File: src/rtl/vga_timing_pkg.sv
// vga_timing_pkg: shared 640x480 timing defaults, phase encodings and a porch helper
package vga_timing_pkg;

   localparam int CNT_W = 10;

   localparam int   DEF_TOTAL_COLS      = 800;
   localparam int   DEF_TOTAL_ROWS      = 525;
   localparam int   DEF_ACTIVE_COLS     = 640;
   localparam int   DEF_ACTIVE_ROWS     = 480;
   localparam int   DEF_H_FRONT_PORCH   = 16;
   localparam int   DEF_H_SYNC_WIDTH    = 96;
   localparam int   DEF_V_FRONT_PORCH   = 10;
   localparam int   DEF_V_SYNC_WIDTH    = 2;
   localparam logic DEF_SYNC_ACTIVE_LVL = 1'b0;

   typedef logic [1:0] phase_t;

   localparam phase_t PH_ACTIVE = 2'd0;
   localparam phase_t PH_FRONT  = 2'd1;
   localparam phase_t PH_SYNC   = 2'd2;
   localparam phase_t PH_BACK   = 2'd3;

   function automatic int back_porch(input int total, input int active, input int front,
                                     input int sync_w);
      return total - active - front - sync_w;
   endfunction

endpackage

File: src/rtl/vga_timing_axis.sv
// vga_timing_axis: one raster axis; owns the counter and reports the phase of the
// count being loaded so the parent can register syncs with zero skew to the count.
module vga_timing_axis
   import vga_timing_pkg::*;
#(
   parameter int TOTAL  = DEF_TOTAL_COLS,
   parameter int ACTIVE = DEF_ACTIVE_COLS,
   parameter int FRONT  = DEF_H_FRONT_PORCH,
   parameter int SYNC_W = DEF_H_SYNC_WIDTH
) (
   input  logic             clk,
   input  logic             rst,
   input  logic             advance,
   output logic [CNT_W-1:0] count,
   output phase_t           phase,
   output logic             wrap
);

   localparam logic [CNT_W-1:0] LAST  = CNT_W'(TOTAL - 1);
   localparam logic [CNT_W-1:0] A_END = CNT_W'(ACTIVE);
   localparam logic [CNT_W-1:0] F_END = CNT_W'(ACTIVE + FRONT);
   localparam logic [CNT_W-1:0] S_END = CNT_W'(ACTIVE + FRONT + SYNC_W);

   logic [CNT_W-1:0] count_next;

   if (back_porch(TOTAL, ACTIVE, FRONT, SYNC_W) < 1) begin : g_bad_porch
      $error("vga_timing_axis: back porch %0d must be >= 1",
             back_porch(TOTAL, ACTIVE, FRONT, SYNC_W));
   end

   assign wrap       = count == LAST;
   assign count_next = !advance ? count : wrap ? '0 : count + 1'b1;

   assign phase = count_next < A_END ? PH_ACTIVE :
                  count_next < F_END ? PH_FRONT  :
                  count_next < S_END ? PH_SYNC   : PH_BACK;

   // Reset parks on the last blanking position so the first advance lands on 0.
   always_ff @(posedge clk or posedge rst)
      if (rst) count <= LAST;
      else     count <= count_next;

endmodule

File: src/rtl/vga_sync_gen.sv
// vga_sync_gen: 640x480 VGA raster timing with registered syncs, counts, active
// flag and frame-start strobe, all aligned to the same pixel.
module vga_sync_gen
   import vga_timing_pkg::*;
#(
   parameter int   TOTAL_COLS      = DEF_TOTAL_COLS,
   parameter int   TOTAL_ROWS      = DEF_TOTAL_ROWS,
   parameter int   ACTIVE_COLS     = DEF_ACTIVE_COLS,
   parameter int   ACTIVE_ROWS     = DEF_ACTIVE_ROWS,
   parameter int   H_FRONT_PORCH   = DEF_H_FRONT_PORCH,
   parameter int   H_SYNC_WIDTH    = DEF_H_SYNC_WIDTH,
   parameter int   V_FRONT_PORCH   = DEF_V_FRONT_PORCH,
   parameter int   V_SYNC_WIDTH    = DEF_V_SYNC_WIDTH,
   parameter logic SYNC_ACTIVE_LVL = DEF_SYNC_ACTIVE_LVL
) (
   input  logic             i_Clk,
   input  logic             i_Rst,
   input  logic             i_Enable,
   output logic             o_HSync,
   output logic             o_VSync,
   output logic [CNT_W-1:0] o_Col_Count,
   output logic [CNT_W-1:0] o_Row_Count,
   output logic             o_Active,
   output logic             o_Frame_Start,
   output logic [7:0]       o_Frame_Count
);

   phase_t h_phase;
   phase_t v_phase;
   logic   h_wrap;
   logic   v_wrap;
   logic   frame_start;

   vga_timing_axis #(
      .TOTAL  (TOTAL_COLS),
      .ACTIVE (ACTIVE_COLS),
      .FRONT  (H_FRONT_PORCH),
      .SYNC_W (H_SYNC_WIDTH)
   ) u_h (
      .clk     (i_Clk),
      .rst     (i_Rst),
      .advance (i_Enable),
      .count   (o_Col_Count),
      .phase   (h_phase),
      .wrap    (h_wrap)
   );

   vga_timing_axis #(
      .TOTAL  (TOTAL_ROWS),
      .ACTIVE (ACTIVE_ROWS),
      .FRONT  (V_FRONT_PORCH),
      .SYNC_W (V_SYNC_WIDTH)
   ) u_v (
      .clk     (i_Clk),
      .rst     (i_Rst),
      .advance (i_Enable & h_wrap),
      .count   (o_Row_Count),
      .phase   (v_phase),
      .wrap    (v_wrap)
   );

   assign frame_start = i_Enable & h_wrap & v_wrap;

   // Phases describe the counts being loaded this edge, so flags match the counts.
   always_ff @(posedge i_Clk or posedge i_Rst)
      if (i_Rst) begin
         o_HSync       <= ~SYNC_ACTIVE_LVL;
         o_VSync       <= ~SYNC_ACTIVE_LVL;
         o_Active      <= 1'b0;
         o_Frame_Start <= 1'b0;
         o_Frame_Count <= '0;
      end else begin
         o_HSync       <= h_phase == PH_SYNC ? SYNC_ACTIVE_LVL : ~SYNC_ACTIVE_LVL;
         o_VSync       <= v_phase == PH_SYNC ? SYNC_ACTIVE_LVL : ~SYNC_ACTIVE_LVL;
         o_Active      <= h_phase == PH_ACTIVE && v_phase == PH_ACTIVE;
         o_Frame_Start <= frame_start;
         o_Frame_Count <= o_Frame_Count + {7'd0, frame_start};
      end

endmodule

File: config.mk
export PLATFORM = sky130hd
export DESIGN_NAME = vga_sync_gen
export DESIGN_NICKNAME = d
export VERILOG_FILES = /design/src/rtl/vga_timing_pkg.sv /design/src/rtl/vga_timing_axis.sv /design/src/rtl/vga_sync_gen.sv
export SDC_FILE = /design/constraint.sdc
export NUM_CORES = 1
export LEC_CHECK = 0
export ABC_CLOCK_PERIOD_IN_PS = 2900
export CORE_ASPECT_RATIO = 1.75
export CORE_MARGIN = 4
export CORE_UTILIZATION = 51
export CTS_CLUSTER_SIZE = 12
export DETAILED_ROUTE_END_ITERATION = 16
export PLACE_DENSITY_LB_ADDON = 0.2
export SLEW_MARGIN = 5
export SYNTH_ARGS = -nofsm -noshare
export SYNTH_HDL_FRONTEND = slang
export SYNTH_SLANG_ARGS = --single-unit
File: constraint.sdc
create_clock -name i_Clk -period 2.9 [get_ports i_Clk]
set_clock_uncertainty 0.15 [all_clocks]
set_input_delay 0.435 -clock i_Clk [delete_from_list [all_inputs] [get_ports i_Clk]]
set_output_delay 0.435 -clock i_Clk [all_outputs]
set_load 0.02 [all_outputs]
# Word-level counts from Yosys, hierarchy flattened
# Index checks and enable logic that the tools add are counted.
# classes
add_sub_neg	3
n_mul	0
n_div	0
magnitude_cmp	6
eq_ne	4
shift	0
n_mux	12
bitwise_logic	2
reduce_logical	3
# op_table
cell	count
10-bit two-way mux	4
10-bit < comparator (second input constant)	3
10-bit by 9-bit < comparator with 1-bit output (second input constant)	3
10-bit by 1-bit adder with 10-bit output (second input constant)	2
10-bit equality test (second input constant)	2
8-bit by 1-bit adder with 8-bit output	1
2-bit two-way mux	4
2-bit equality test (second input constant)	2
2-bit logical NOT	2
1-bit two-way mux	4
1-bit AND	2
1-bit logical AND	1
# totals
register_bits	32
latchBits	0
ramBits	0
romBits	0
input_bits	3
out_inout_bits	32
elab_cells	37
mem_count	0

# Logic depth before layout (Yosys ltp)
# depth
word_depth	9
ltp_mapped	10
mapped_depth_nobuf	10

# Cells and area by module
# From an unflattened synthesis, not the netlist that was laid out.
# hier_totals
cells_unflattened	174
hier_area_um2	1824.2
# by_module_without_submodules
mod	instances	cells_each	area_each_um2	seq_area_each_um2
vga_timing_axis (u_v)	1	78	733.2	254.0
vga_timing_axis (u_h)	1	63	633.1	259.0
vga_sync_gen	1	33	457.9	302.8

# Worst setup path after synthesis
# No wires, ideal clock.
# synth_timing
path_kind	register to register
startpoint	register u_h.count[0]
endpoint	register o_Frame_Count[6]
setup_time_ns	0.129
t_arrival_ns	2.460
t_required_ns	2.621
path_slack_ns	0.161
stages_incl_launch_ff	11
n_path_buf	1
period_less_slack_ns	2.739
cell_sequence	dfstp_2 > ha_1 > nand4_2 > or3_1 > buf_2 > nor2_1 > ha_1 > ha_1 > and3_1 > nand3_1 > xnor2_1
# synth_between
elab_chain_cells	4
# synth_rtl
element	line_no	text
start, declared	vga_timing_axis.sv:14	output logic [CNT_W-1:0] count,
start signal, assigned	vga_timing_axis.sv:41	else count <= count_next;
10-bit equality test	vga_timing_axis.sv:31	assign wrap = count == LAST;
1-bit AND (2 in series)	vga_sync_gen.sv:62	assign frame_start = i_Enable & h_wrap & v_wrap;
net frame_start	vga_sync_gen.sv:32	logic frame_start;
8-bit by 1-bit adder with 8-bit output	vga_sync_gen.sv:77	o_Frame_Count <= o_Frame_Count + {7'd0, frame_start};
end signal, assigned	vga_sync_gen.sv:77	
end, declared	vga_sync_gen.sv:25	output logic [7:0] o_Frame_Count
# The timed path passes the listed nets, and every way through them passes these cells.

# Final worst setup path
# layout_timing
startpoint	register u_v.count[7]
endpoint	register o_Frame_Count[6]
# layout_between
elab_chain_cells	3
# layout_rtl
element	line_no
start, declared	vga_timing_axis.sv:14
start signal, assigned	vga_timing_axis.sv:41
10-bit equality test	vga_timing_axis.sv:31
1-bit AND	vga_sync_gen.sv:62
net frame_start	vga_sync_gen.sv:32
8-bit by 1-bit adder with 8-bit output	vga_sync_gen.sv:77
# The timed path passes the listed nets, and every way through them passes these cells.

==> impl.org <==
** Clock network
- Buffer levels on the longest clock path :: 2
- TritonCTS built the clock tree.
- Once the clock tree was built, the setup fixing pass inserted 0 buffers.
- Counting every sink on the clock net gives 32.
- The later pin in the worst-skew pair is clocked with a latency of 280 ps.
- Gates resized during post-CTS repair numbered 0.
- For this design, the CTS-stage hold fixing added 0 buffers.
- The H-tree was split into 2 levels.
- Number of buffers added by the clock tree synthesis step :: 5
- The root buffer cell chosen for the clock tree is sky130_fd_sc_hd__clkbuf_8.
- After clock tree synthesis, the clock-pin slew on the worst setup and hold paths is 70 ps.

** Detailed routing
- The highest metal layer carrying signal wires in the routed design is met4.
- In the final routed layout, each cell accounts on average for 15.7 um.
- Summed over all nets, wire length on met2 after detailed routing comes to 2.34 mm.
- After detailed routing, the number of remaining DRC violations is 0.
- The detailed router put a total of 1.54 mm of wire on met1.
- Detail Route met3 WL :: 216 um
- Starting DRT DRC Count :: 51
- Summing over every cut layer, the via total after detailed routing is 1576.
- Total wirelength of the detailed-routed design :: 4.25 mm
- Vias/cell :: 5.84
- For this run, the detailed router's first-pass iteration total came to 4.
- In this run the remaining antenna-violating nets after routing total 0.

** Logic synthesis
- When the netlist entered floorplanning its net count stood at 192.
- Counting flops with a built-in enable in the synthesized netlist gives 0.
- Top FF cell, synth :: sky130_fd_sc_hd__dfrtp_1
- The share of the Yosys chip area taken by registers is 0.451.
- Unique cell type count in the Yosys netlist :: 52
- The cell area that synthesis handed to floorplanning was 0.00181 mm2.
- Share of the synthesized area in the top cell type :: 0.277
- Most common cell in the netlist :: sky130_fd_sc_hd__dfrtp_1
- Multiplexer fraction of the synthesized cell area :: 0.0118
- After synthesis, the largest family of logic cells by area is simple AND/OR/NAND/NOR gates.
- During synthesis, Yosys emitted a total of 0 warnings.
- Of all flip-flops after synthesis, the portion carrying an async set or reset was 1.00.
- Synthesis produced 184 cells.
- Cell type contributing the most total cell area after synthesis :: sky130_fd_sc_hd__dfrtp_1
- The fraction of the mapped netlist area in compound gates was 0.131.
- Post-synthesis sequential element count :: 32
- Simple-gate share of the synthesized area :: 0.254
- Of the total synthesized cell area, the portion taken by full adders, half adders and majority gates is 0.0346.
- Largest cells by area after synthesis :: sky130_fd_sc_hd__dfrtp_1, sky130_fd_sc_hd__dfstp_2, sky130_fd_sc_hd__xnor2_1, sky130_fd_sc_hd__nand2_1, sky130_fd_sc_hd__nand3_1
- After synthesis, the mean cell area works out to 9.83 um2.
- Synth Area in XOR/XNOR :: 0.0775
- Post-synth top cells :: sky130_fd_sc_hd__dfrtp_1, sky130_fd_sc_hd__nand2_1, sky130_fd_sc_hd__nand3_1

** Die
- The region available for standard cell placement spans 0.00340 mm2.
- In this run the count of I/O pins placed on the die edge is 35.
- Starting density of the core :: 0.532
- After floorplanning, the core was divided into 28 placement rows.
- Die height :: 86.8 um
- The die is 53.0 um wide.
- Die area :: 0.00460 mm2

** STA
- Slew @ Worst Pin :: 419 ps
- Relative slew slack :: 0.718
- Of the available clock period, the critical path in the final layout requires 0.930.
- Post-layout minimum cycle time :: 2700 ps
- Setup repair after global routing left no endpoint under its margin.
- Final setup fails :: 0
- Final TNS setup :: 0 ps
- The total count of hold-check failures in the final report came to 0.
- Based on the critical path, the design can be clocked at up to 371 MHz.
- Max Transition Viols Final :: 0

** Final layout
- Of the cells placed in the final design, the portion with a size suffix greater than 1 is 0.151.
- For this run, the post-layout net count is 232.
- Synthesis-to-finish area growth :: 29.6%
- Cell Count, Final, Fillers Out :: 270
- The number of antenna diodes in the final layout is 0.

** Pwr
- Dividing total power by cell area gives a power density of 557 mW/mm2.
- Internal power comes to 920 uW.
- Net switching power :: 383 uW
- Of the total power, the clock network draws 0.361.
- Of the total power, the share spent switching nets is 0.294.
- Of the total power, combinational logic draws 0.190.
- Across the VDD grid, the largest voltage drop is 0.000502 V.
- Leakage power figure :: 0.000935 uW
- Share of total power in sequential cells :: 0.449

** Critical path
- The critical path is of the flip-flop to flip-flop type.
- The worst setup path is launched from a flip-flop.
- In this run the register-to-register setup slack is 200 ps.
- The worst register-to-register path has a depth of 8.
- Worst-path maximum fanout :: 7
- Chain of cells forming the critical path :: or4_4, or3_4, nor2_1, ha_1, ha_1, and3_1, nand3_1, xnor2_1
- Cell family with the largest share of critical-path delay :: simple AND/OR/NAND/NOR gates
- Required time of the worst setup path :: 2920 ps
- Most frequent cell on the critical path :: sky130_fd_sc_hd__ha_1
- Slowest stage cell, crit path :: sky130_fd_sc_hd__or4_4
- Buffer and inverter count on the worst path :: 0
- The largest single stage delay on the critical path is 550 ps.
- STA classifies the critical path endpoint as a flip-flop.
- Critical path arrival :: 2710 ps
- The worst register-to-register path ends at o_Frame_Count[6].
- Startpoint of the worst-slack reg-to-reg timing path :: u_v.count[7]

** Global routing
- Total grt overflow :: 0
- The number of global-route vias before repair came to 1648.
- Gr usage total :: 0.220
- The initial antenna violation count was 0.
- Wire length of the first global-routing pass :: 7.51 mm
- Entering global routing, the biggest net connects 33 pins.

** Place
- Count of buffers from port buffering :: 34
- Routability-driven placement finished with a final weighted congestion of 0.914.
- Final HPWL DP :: 3.16 mm
- Number of instances in the placed design :: 262

** Hold path
- Hold path endpoint :: o_Frame_Count[7]
- Kind of path behind the tightest hold check :: flip-flop to flip-flop
- Source of the worst hold timing path :: o_Frame_Count[7]
- Hold Path Cell Cnt :: 1

** Flow run
- Maximum capacitance violations :: 0

** Status
- Outcome :: completed
[power by group through the flow]
stage / Combinational (uW) / Sequential (uW) / Clock [uW]
2_1_floorplan: 149 / 587 / 0
3_3_place_gp: 245 / 586 / 0
3_5_place_dp: 249 / 591 / 0
4_1_cts: 251 / 584 / 474
5_1_grt: 275 / 596 / 508
6_report: 248 / 585 / 470
[per-layer routing]
metal / track usage / vias to the layer above
li1: - / 754
met1: 0.233 / 760
met2: 0.386 / 47
met3: 0.0551 / 15
met4: 0.112 / 0
met5: 0 / -
[placed cells by master, fill, tap and decap left out, drive strengths merged, types with 2 or more instances in the layout]
master          n
dfrtp          20
nand3          13
ha              5
xor2            4
nor3            4
nand2b          2
nand2          18
nand4           6
nand4b          3
clkdlybuf4s50  34
inv             8
o2111ai         2
buf             7
xnor2          12
clkbuf          7
nand4bb         2
a21oi           2
o211ai          2
and4            3
dfstp          12
nor2           11
or3             2
and3            2
and2            3
o21ai          10
nor4            5
a21boi          2
or2             2
a22oi           3
[final cells by class]
type	count	area, um2
clock inverters	1	30.0
fillers	275	1060
inverters	8	30.0
multi-input cells	136	921
flip-flops and latches	32	816
repair buffers	41	393
well taps	45	56.3
clock buffers	7	96.3
[registers in the layout (all words and copies together), names as in the netlist]
register / count
o_Frame_Count: 8
u_v.count: 10
u_h.count: 10
o_VSync: 1
o_Frame_Start: 1
o_Active: 1
o_HSync: 1
[stage by stage]
step	utilization	instance area [um2]	setup slack, ps	hold WS (ps)	total power [uW]
floorplan	-	1810	161	381	736
global placement	0.652	2220	226	311	831
detailed placement	0.652	2220	148	328	841
CTS	0.689	2340	203	341	1310
global route	0.689	2340	29.3	377	1380
finish	0.689	2340	204	336	1300
[how the worst max path moves through the flow]
| stage | to | cells after the start | slack, ps | startpoint |
|---|---|---|---|---|
| after floorplan | o_Frame_Count[6] | 10 | 160 | u_h.count[0] |
| after global placement | o_Frame_Count[6] | 9 | 230 | i_Enable |
| after detailed placement | o_Frame_Count[6] | 9 | 150 | i_Enable |
| after CTS | o_Frame_Count[6] | 8 | 200 | u_v.count[7] |
| after global routing | o_Frame_Count[6] | 8 | 30 | u_v.count[7] |
| final | o_Frame_Count[6] | 8 | 200 | u_v.count[7] |
[logic make-up after synthesis]
family,count (synthesis)
xor+xnor,16
buf+inv,16
compound gates,33
simple gates,80
fa+ha+maj,5
mux,2
flops,32
Note: power is estimated with default switching activity, not from simulation.
